### config.mk
export PLATFORM = sky130hd
export DESIGN_NAME = regfile_master
export DESIGN_NICKNAME = d
export VERILOG_FILES = /design/src/rtl/regfile_master_pkg.sv /design/src/rtl/regfile_master.sv
export SDC_FILE = /design/constraint.sdc
export NUM_CORES = 1
export LEC_CHECK = 0
export CAP_MARGIN = 5
export CORE_AREA = 2 2 77 79
export CTS_CLUSTER_DIAMETER = 150
export DETAILED_ROUTE_END_ITERATION = 10
export DIE_AREA = 0 0 79 81
export PLACE_DENSITY_LB_ADDON = 0.05
export RECOVER_POWER = 50
export SETUP_SLACK_MARGIN = 0.5
export SLEW_MARGIN = 20
export SYNTH_ARGS = -nofsm -noshare
export SYNTH_HDL_FRONTEND = slang
export SYNTH_SLANG_ARGS = --single-unit
export TNS_END_PERCENT = 50
### constraint.sdc
create_clock -name clk -period 2.29 [get_ports clk]
set_input_delay 0.5725 -clock clk [delete_from_list [all_inputs] [get_ports clk]]
set_output_delay 0.5725 -clock clk [all_outputs]
set_load 0.05 [all_outputs]
### src/rtl/regfile_master_pkg.sv
// Shared types for the register-file initiator.
// Op encodings, FSM states, default widths.
package regfile_master_pkg;

  localparam int DEF_ADDR_W   = 5;
  localparam int DEF_DATA_W   = 8;
  localparam int DEF_NUM_REGS = 4;

  typedef enum logic [1:0] {
    OP_READ  = 2'b00,
    OP_WRITE = 2'b01,
    OP_MOVE  = 2'b10,
    OP_ADD   = 2'b11
  } op_e;

  typedef enum logic [2:0] {
    S_IDLE,
    S_RD_A,
    S_RD_B,
    S_WR_SETUP,
    S_WR_PULSE,
    S_WR_HOLD,
    S_RESP
  } state_e;

endpackage

### src/rtl/regfile_master.sv
// Register-file initiator: one cmd in, one rsp out.
// Ports: cmd_* (valid/ready), rsp_* (valid/ready), rf_* bus.
module regfile_master
  import regfile_master_pkg::*;
#(
  parameter int ADDR_W   = DEF_ADDR_W,
  parameter int DATA_W   = DEF_DATA_W,
  parameter int NUM_REGS = DEF_NUM_REGS
) (
  input  logic              clk,
  input  logic              rst_n,
  input  logic              cmd_valid_i,
  output logic              cmd_ready_o,
  input  logic [1:0]        cmd_op_i,
  input  logic [ADDR_W-1:0] cmd_ra_i,
  input  logic [ADDR_W-1:0] cmd_rb_i,
  input  logic [ADDR_W-1:0] cmd_rd_i,
  input  logic [DATA_W-1:0] cmd_imm_i,
  output logic              rsp_valid_o,
  input  logic              rsp_ready_i,
  output logic [DATA_W-1:0] rsp_data_o,
  output logic              rsp_carry_o,
  output logic              rsp_err_o,
  output logic [ADDR_W-1:0] rf_addr_o,
  output logic              rf_rw_o,
  output logic [DATA_W-1:0] rf_wdata_o,
  input  logic [DATA_W-1:0] rf_rdata_i
);

  state_e            state_q, state_d;
  op_e               op_q, op_d;
  logic [ADDR_W-1:0] rb_q, rb_d;
  logic [ADDR_W-1:0] rd_q, rd_d;
  logic [DATA_W-1:0] a_q, a_d;
  logic [DATA_W-1:0] res_q, res_d;
  logic              carry_q, carry_d;
  logic              err_q, err_d;
  logic [ADDR_W-1:0] addr_q, addr_d;
  logic              rw_q, rw_d;
  logic [DATA_W-1:0] wdata_q, wdata_d;
  logic [DATA_W:0]   sum;
  op_e               cop;
  logic              bad;

  function automatic logic oob(
    input logic [ADDR_W-1:0] a
  );
    return int'(a) >= NUM_REGS;
  endfunction

  // B is consumed straight off rf_rdata in RD_B.
  assign sum = {1'b0, a_q} + {1'b0, rf_rdata_i};
  assign cop = op_e'(cmd_op_i);

  always_comb begin
    bad = 1'b0;
    unique case (cop)
      OP_READ:  bad = oob(cmd_ra_i);
      OP_WRITE: bad = oob(cmd_rd_i);
      OP_MOVE:  bad = oob(cmd_ra_i)
                    | oob(cmd_rd_i);
      OP_ADD:   bad = oob(cmd_ra_i)
                    | oob(cmd_rb_i)
                    | oob(cmd_rd_i);
      default:  bad = 1'b1;
    endcase
  end

  always_comb begin
    state_d = state_q;
    op_d    = op_q;
    rb_d    = rb_q;
    rd_d    = rd_q;
    a_d     = a_q;
    res_d   = res_q;
    carry_d = carry_q;
    err_d   = err_q;
    addr_d  = addr_q;
    rw_d    = 1'b0;
    wdata_d = wdata_q;
    unique case (state_q)
      S_IDLE: begin
        if (cmd_valid_i) begin
          op_d    = cop;
          rb_d    = cmd_rb_i;
          rd_d    = cmd_rd_i;
          res_d   = '0;
          carry_d = 1'b0;
          err_d   = 1'b0;
          if (bad) begin
            err_d   = 1'b1;
            state_d = S_RESP;
          end else if (cop == OP_WRITE) begin
            addr_d  = cmd_rd_i;
            wdata_d = cmd_imm_i;
            res_d   = cmd_imm_i;
            state_d = S_WR_SETUP;
          end else begin
            addr_d  = cmd_ra_i;
            state_d = S_RD_A;
          end
        end
      end
      S_RD_A: begin
        a_d = rf_rdata_i;
        unique case (op_q)
          OP_READ: begin
            res_d   = rf_rdata_i;
            state_d = S_RESP;
          end
          OP_MOVE: begin
            res_d   = rf_rdata_i;
            addr_d  = rd_q;
            wdata_d = rf_rdata_i;
            state_d = S_WR_SETUP;
          end
          default: begin
            addr_d  = rb_q;
            state_d = S_RD_B;
          end
        endcase
      end
      S_RD_B: begin
        res_d   = sum[DATA_W-1:0];
        carry_d = sum[DATA_W];
        addr_d  = rd_q;
        wdata_d = sum[DATA_W-1:0];
        state_d = S_WR_SETUP;
      end
      S_WR_SETUP: begin
        rw_d    = 1'b1;
        state_d = S_WR_PULSE;
      end
      S_WR_PULSE: state_d = S_WR_HOLD;
      S_WR_HOLD:  state_d = S_RESP;
      S_RESP: begin
        if (rsp_ready_i) state_d = S_IDLE;
      end
      default: state_d = S_IDLE;
    endcase
  end

  always_ff @(posedge clk or negedge rst_n) begin
    if (!rst_n) begin
      state_q <= S_IDLE;
      op_q    <= OP_READ;
      rb_q    <= '0;
      rd_q    <= '0;
      a_q     <= '0;
      res_q   <= '0;
      carry_q <= 1'b0;
      err_q   <= 1'b0;
      addr_q  <= '0;
      rw_q    <= 1'b0;
      wdata_q <= '0;
    end else begin
      state_q <= state_d;
      op_q    <= op_d;
      rb_q    <= rb_d;
      rd_q    <= rd_d;
      a_q     <= a_d;
      res_q   <= res_d;
      carry_q <= carry_d;
      err_q   <= err_d;
      addr_q  <= addr_d;
      rw_q    <= rw_d;
      wdata_q <= wdata_d;
    end
  end

  assign cmd_ready_o = (state_q == S_IDLE);
  assign rsp_valid_o = (state_q == S_RESP);
  assign rsp_data_o  = res_q;
  assign rsp_carry_o = carry_q;
  assign rsp_err_o   = err_q;
  assign rf_addr_o   = addr_q;
  assign rf_rw_o     = rw_q;
  assign rf_wdata_o  = wdata_q;

endmodule
* Word level (Yosys, flattened, before mapping)
Index checks and enable logic that the tools add are counted.
** Word-level totals
- Flip-flop bits (word level) :: 47
- Bits in latches :: 0
- RAM bits :: 0
- ROM bits :: 0
- Input bits :: 37
- Logic and storage cells :: 73
- Memories kept :: 0
** Cells by class
- Add/subtract/negate cells :: 1
- Multipliers :: 0
- Divide/modulo/power cells :: 0
- Order comparisons :: 3
- Equal/unequal tests :: 17
- Shifts and indexed selects :: 0
- Muxes and demuxes :: 26
- Bitwise operators :: 3
- Reductions and logical operators :: 12
** Operator list (number)
- $mux 8 :: 8
- $pmux 8 s3 :: 2
- $pmux 3 s7 :: 1
- $ge 5x3->1 const B :: 3
- $mux 5 :: 3
- $pmux 5 s3 :: 1
- $ne 2x2->1 const B :: 5
- $pmux 5 s2 :: 1
- $add 8x8->9 :: 1
- $eq 3x3->1 const B :: 3
- $mux 3 :: 3
- $eq 2x2->1 const B :: 3
- $eq 3x2->1 const B :: 2
- $pmux 3 s2 :: 1
- $reduce_and 2->1 :: 3
- $reduce_and 5->1 :: 1
- $logic_not 2->1 :: 2
- $ne 2x1->1 const B :: 2
- $pmux 1 s4 :: 1
- $reduce_and 4->1 :: 1
- $eq 3x1->1 const B :: 1
- $logic_not 3->1 :: 1
- $mux 1 :: 3
- $or 1x1->1 :: 3
- 7 further kinds :: 7

* Longest topological paths before layout
Gate-level depths: netlist (run 1).
- Depth in word-level cells :: 7
- Mapped depth :: 7
- Depth with buffers taken out :: 7

* Worst setup path after synthesis (run 1)
No wires, ideal clock.
- Path type :: input to register
- Start point :: input rf_rdata_i[0]
- End point :: register carry_q (netlist: rsp_carry_o)
- Setup time :: 0.136 ns
- Data arrival time :: 2.195 ns
- Data required time :: 2.154 ns
- Setup slack :: -0.041 ns
- Stages :: 7
- Path buffers :: 0
- Cell sequence :: ha_1 -> fa_1 -> a211oi_1 -> o21bai_1 -> a21o_1 -> a2111oi_0 -> nor3_1
** Between the ends
- Word-level cells in the longest chain between the ends :: 2
** RTL lines
- start, declared :: RTL line regfile_master.sv:27 : input logic [DATA_W-1:0] rf_rdata_i
- $add 8x8->9 :: RTL line regfile_master.sv:52 : assign sum = {1'b0, a_q} + {1'b0, rf_rdata_i};
- $pmux 1 s2 :: RTL line regfile_master.sv:81 : unique case (state_q)
- end signal, assigned :: RTL line regfile_master.sv:163 : carry_q <= carry_d;
- end, declared :: RTL line regfile_master.sv:36 : logic carry_q, carry_d;
No other way between the ends.
A chain may end at the register's enable or synchronous reset.

* Worst setup path after layout (run 1)
- Start point :: register a_q[0]
- End point :: register carry_q (netlist: rsp_carry_o)
** Between the ends
- Word-level cells in the longest chain between the ends :: 2
** RTL lines
- start, declared :: RTL line regfile_master.sv:34 : logic [DATA_W-1:0] a_q, a_d;
- start signal, assigned :: RTL line regfile_master.sv:149 : a_q <= '0;
- start signal, assigned :: RTL line regfile_master.sv:161 : a_q <= a_d;
- $add 8x8->9 :: RTL line regfile_master.sv:52
- $pmux 1 s2 :: RTL line regfile_master.sv:81
No other way between the ends.

==> results of run 1 <==
[kinds of logic after synthesis]
kind of cell    after synthesis  share of synthesized area
flops                        47                      0.435
compound gates               82                      0.217
buf+inv                      24                     0.0370
simple gates                 96                      0.172
mux                          22                     0.0883
xor+xnor                      2                    0.00647
fa+ha+maj                     9                     0.0444
[layout make-up]
type                       count  area, sq um  area share
clock buffer                   6         82.6      0.0197
sequential                    47         1180       0.281
timing repair buffer         122         1100       0.263
tap                           75         93.8      0.0224
inverter                      11         43.8      0.0105
clock inverter                 2         38.8     0.00926
multi-input combinational    211         1650       0.394
[cell usage after synthesis, types with 3 or more instances]
cell type / n / share of area
sky130_fd_sc_hd__nor3_1: 5 / 0.0092
sky130_fd_sc_hd__o21ai_0: 17 / 0.031
sky130_fd_sc_hd__ha_1: 8 / 0.037
sky130_fd_sc_hd__nand2_1: 42 / 0.058
sky130_fd_sc_hd__nand3_1: 3 / 0.0055
sky130_fd_sc_hd__mux2_2: 15 / 0.062
sky130_fd_sc_hd__nor2_1: 24 / 0.033
sky130_fd_sc_hd__a31oi_1: 3 / 0.0069
sky130_fd_sc_hd__o21a_1: 4 / 0.011
sky130_fd_sc_hd__o31ai_1: 5 / 0.014
sky130_fd_sc_hd__inv_1: 11 / 0.015
sky130_fd_sc_hd__a21oi_1: 15 / 0.028
sky130_fd_sc_hd__a41oi_1: 5 / 0.016
sky130_fd_sc_hd__a211oi_1: 5 / 0.014
sky130_fd_sc_hd__dfrtp_1: 47 / 0.43
sky130_fd_sc_hd__clkbuf_1: 7 / 0.0097
sky130_fd_sc_hd__mux2i_1: 7 / 0.026
sky130_fd_sc_hd__a21o_1: 3 / 0.0083
sky130_fd_sc_hd__a222oi_1: 9 / 0.033
sky130_fd_sc_hd__buf_2: 4 / 0.0074
[registers in the layout, summed over array words and instances, names as in the netlist]
signal	count
rf_wdata_o	8
rd_q	5
a_q	8
rf_addr_o	5
rf_rw_o	1
rb_q	5
op_q	2
state_q	3
rsp_data_o	8
rsp_carry_o	1
rsp_err_o	1
[worst paths after layout]
kind	start	slack, ps	endpoint	cells after the start
max	a_q[0]$_DFFE_PN0P_	270	rsp_carry_o$_DFFE_PN0P_	7
min	rf_wdata_o[1]$_DFFE_PN0P_	500	rf_wdata_o[1]$_DFFE_PN0P_	2
max reg2reg	a_q[0]$_DFFE_PN0P_	270	rsp_carry_o$_DFFE_PN0P_	7
min reg2reg	rf_wdata_o[1]$_DFFE_PN0P_	500	rf_wdata_o[1]$_DFFE_PN0P_	2
max in group asynchronous	rst_n	880	a_q[1]$_DFFE_PN0P_	2
min in group asynchronous	rst_n	590	rd_q[4]$_DFFE_PN0P_	2
[timing repair]
action,4_1_cts,5_1_grt
endpoints found under the setup margin,52,58
resized for setup,70,33
setup buffers,4,8
pin swaps,39,9
[power breakdown]
part | total [mW] | internal, mW | switching [mW]
clock network | 0.674 | 0.360 | 0.314
registers | 1.54 | 1.25 | 0.284
logic | 3.76 | 1.61 | 2.15
total | 5.97 | 3.23 | 2.75
[critical path: cells and delay by family (launching register included)]
family	cells	cell delay [ps]
DFF	1	420
AOI/OAI and AO/OA	4	890
and+or+nand+nor	1	90
adders and majority gates	2	520
[per-stage QoR]
step,std cells,hold slack [ps],util
6_report,474,499,0.738
5_1_grt,474,520,0.738
4_1_cts,466,379,0.717
3_5_place_dp,454,471,0.668
3_3_place_gp,454,464,0.668
2_1_floorplan,282,277,-
[routing by layer]
metal	up-vias	part of all wire
met2	69	0.50
met5	-	0
met4	0	0.017
met1	1301	0.44
met3	11	0.039
li1	1271	-
==> results.txt, run 1 <==
The run finished with clean final reports. The number of warnings reported in the yosys synthesis log came out at 0. The signal on the critical path passes through ha_4 > fa_2 > a211oi_2 > o21bai_1 > a21o_1 > a2111oi_2 > nor3_1. The number of hold buffers added after CTS was 0. The tree is rooted in a sky130_fd_sc_hd__clkbuf_8. The worst-path maximum fanout came out at 3. The met1 track demand over resource is 0.319. The area of all placed cells without fillers is roughly 0.0042 sq mm.

The die covers between 0.006 and 0.007 sq mm. Detailed placement finished with a half-perimeter wire length of around 5.4 mm. The first global-routing pass estimated between 10 and 15 mm of wire. Setup repair after global routing could not meet its margin everywhere.

The TritonCTS clock tree is built. The proportion of synthesized chip area in sequential cells is 0.435. The number of remaining DRC errors came out at 0. The detailed router placed approximately 2700 vias in this run. The mean cell area of the mapped netlist came out at between 9 and 10 sq um.

The number of global-route vias before repair came to 2567. The initial antenna violation count is 0. The path class of the lowest-slack min-delay path is flop to flop.

The global-route track usage on met2 is 0.427. The routing layer with the top usage in global route is met2. The total length of routed wires is 7.69 mm. The wire length per cell came out at ~16 microns.

The highest-delay cell along the critical path is sky130_fd_sc_hd__dfrtp_1. The maximum root-to-sink buffer count is 2. The horizontal die dimension is 79 microns. The required time of the critical path came out at approximately 2500 ps.

The final count of hold timing violations is 0. IR analysis of the VDD net gives a maximum drop of about 750 uV. Leaving out fill and tap cells, the most frequent cell in the layout is sky130_fd_sc_hd__buf_4. For this run, the slowest stage of the critical path takes approximately 420 ps. The number of failing setup endpoints in the final timing report came out at 0. In the layout the commonest cells are sky130_fd_sc_hd__buf_4, sky130_fd_sc_hd__dfrtp_1, sky130_fd_sc_hd__nand2_1. The clock insertion delay at the later pin of the skew report is approximately 310 ps.

The filler cell count in the final layout is approximately 440. The die boundary height is roughly 81 microns. At the worst endpoint, the arrival time is 2210 ps. In this run the tightest slew margin relative to its limit is 0.185. The antenna cell count came out at 0. The analysis attributes to cell leakage a power of approximately 2.0 nW.

The slew of the pin with the lowest slew margin is 1220 ps. The relative area change from synthesis to final layout came out at 54.8%. The post-synth net total is 328. The area of the mapped netlist came out at between 0.002 and 0.003 sq mm. STA classifies the critical path endpoint as a flop. In the finished design, the share of the clock period the worst path needs comes to 0.883.

The vias per cell came out at 5.59. Among all flip-flop cells after synthesis, the most frequent one is sky130_fd_sc_hd__dfrtp_1. For this run, the post-layout net count is approximately 440. The number of search-and-repair iterations in the first detailed-routing pass is 4. Once placement finished, the instance area stood at roughly 0.0038 sq mm.

OpenSTA, run right after detailed placement, puts the worst setup slack at -426 ps. The count of different cell masters after synthesis is 53. Buffers placed on the I/O ports in this run total 62. Summed over all layers, the global routing overflow is 0. The critical path is of the flop to flop type. The power density normalized to cell area is 1430 mW/mm^2. The fraction of final layout cells sized beyond drive strength 1 came out at 0.331.

The core outline area is about 0.0057 sq mm. In the global route stage, overall resource usage came out at 0.244. The final-layout setup total negative slack came out at 0 ps. STA classifies the critical path startpoint as a flop.

The CTS H-tree depth came out at 2. The overall power after layout came out at between 5 and 6 mW. The routability-driven placement congestion ratio came out at around 0.86. The post-synthesis cell count is roughly 280. The clock net in this run drives a total of 47 sinks.

The count of nets left with antenna violations once routing finished came out at 0. The worst path meets setup with approximately 270 ps of slack. The largest net degree at the start of global routing came out at 48. After the first detailed-routing iteration, the DRC count stood at around 110. The global routing usage on met3 came out at 0.0322.

The initial utilization of the core area, before any placement, comes to 0.477. The worst clock skew is roughly 7.6 ps. For the finished layout, the period the worst path requires is a little over 2000 ps. The maximum clock frequency came out at slightly below 0.5 GHz. The number of max-slew violations in the final report came out at 0.

The clock-pin slew on the worst setup and hold paths is about 100 ps. The max-cap check violation count is 0. The number of synthesized register bits is 47. The post-synthesis async set-or-reset flop share is 1.00.

The CTS buffer count came out at 5. 63 I/O pins were placed. The floorplan has 28 rows. In this run, synthesis inferred 0 flip-flops with an integrated enable.
Power figures use the tool's default switching activity.
==> inputs of run 2 (changes only) <==
ABC_CLOCK_PERIOD_IN_PS = 2290   (was default)
==> results of run 2 <==
No change in the layout: final DEF, timing and power equal those of run 1.
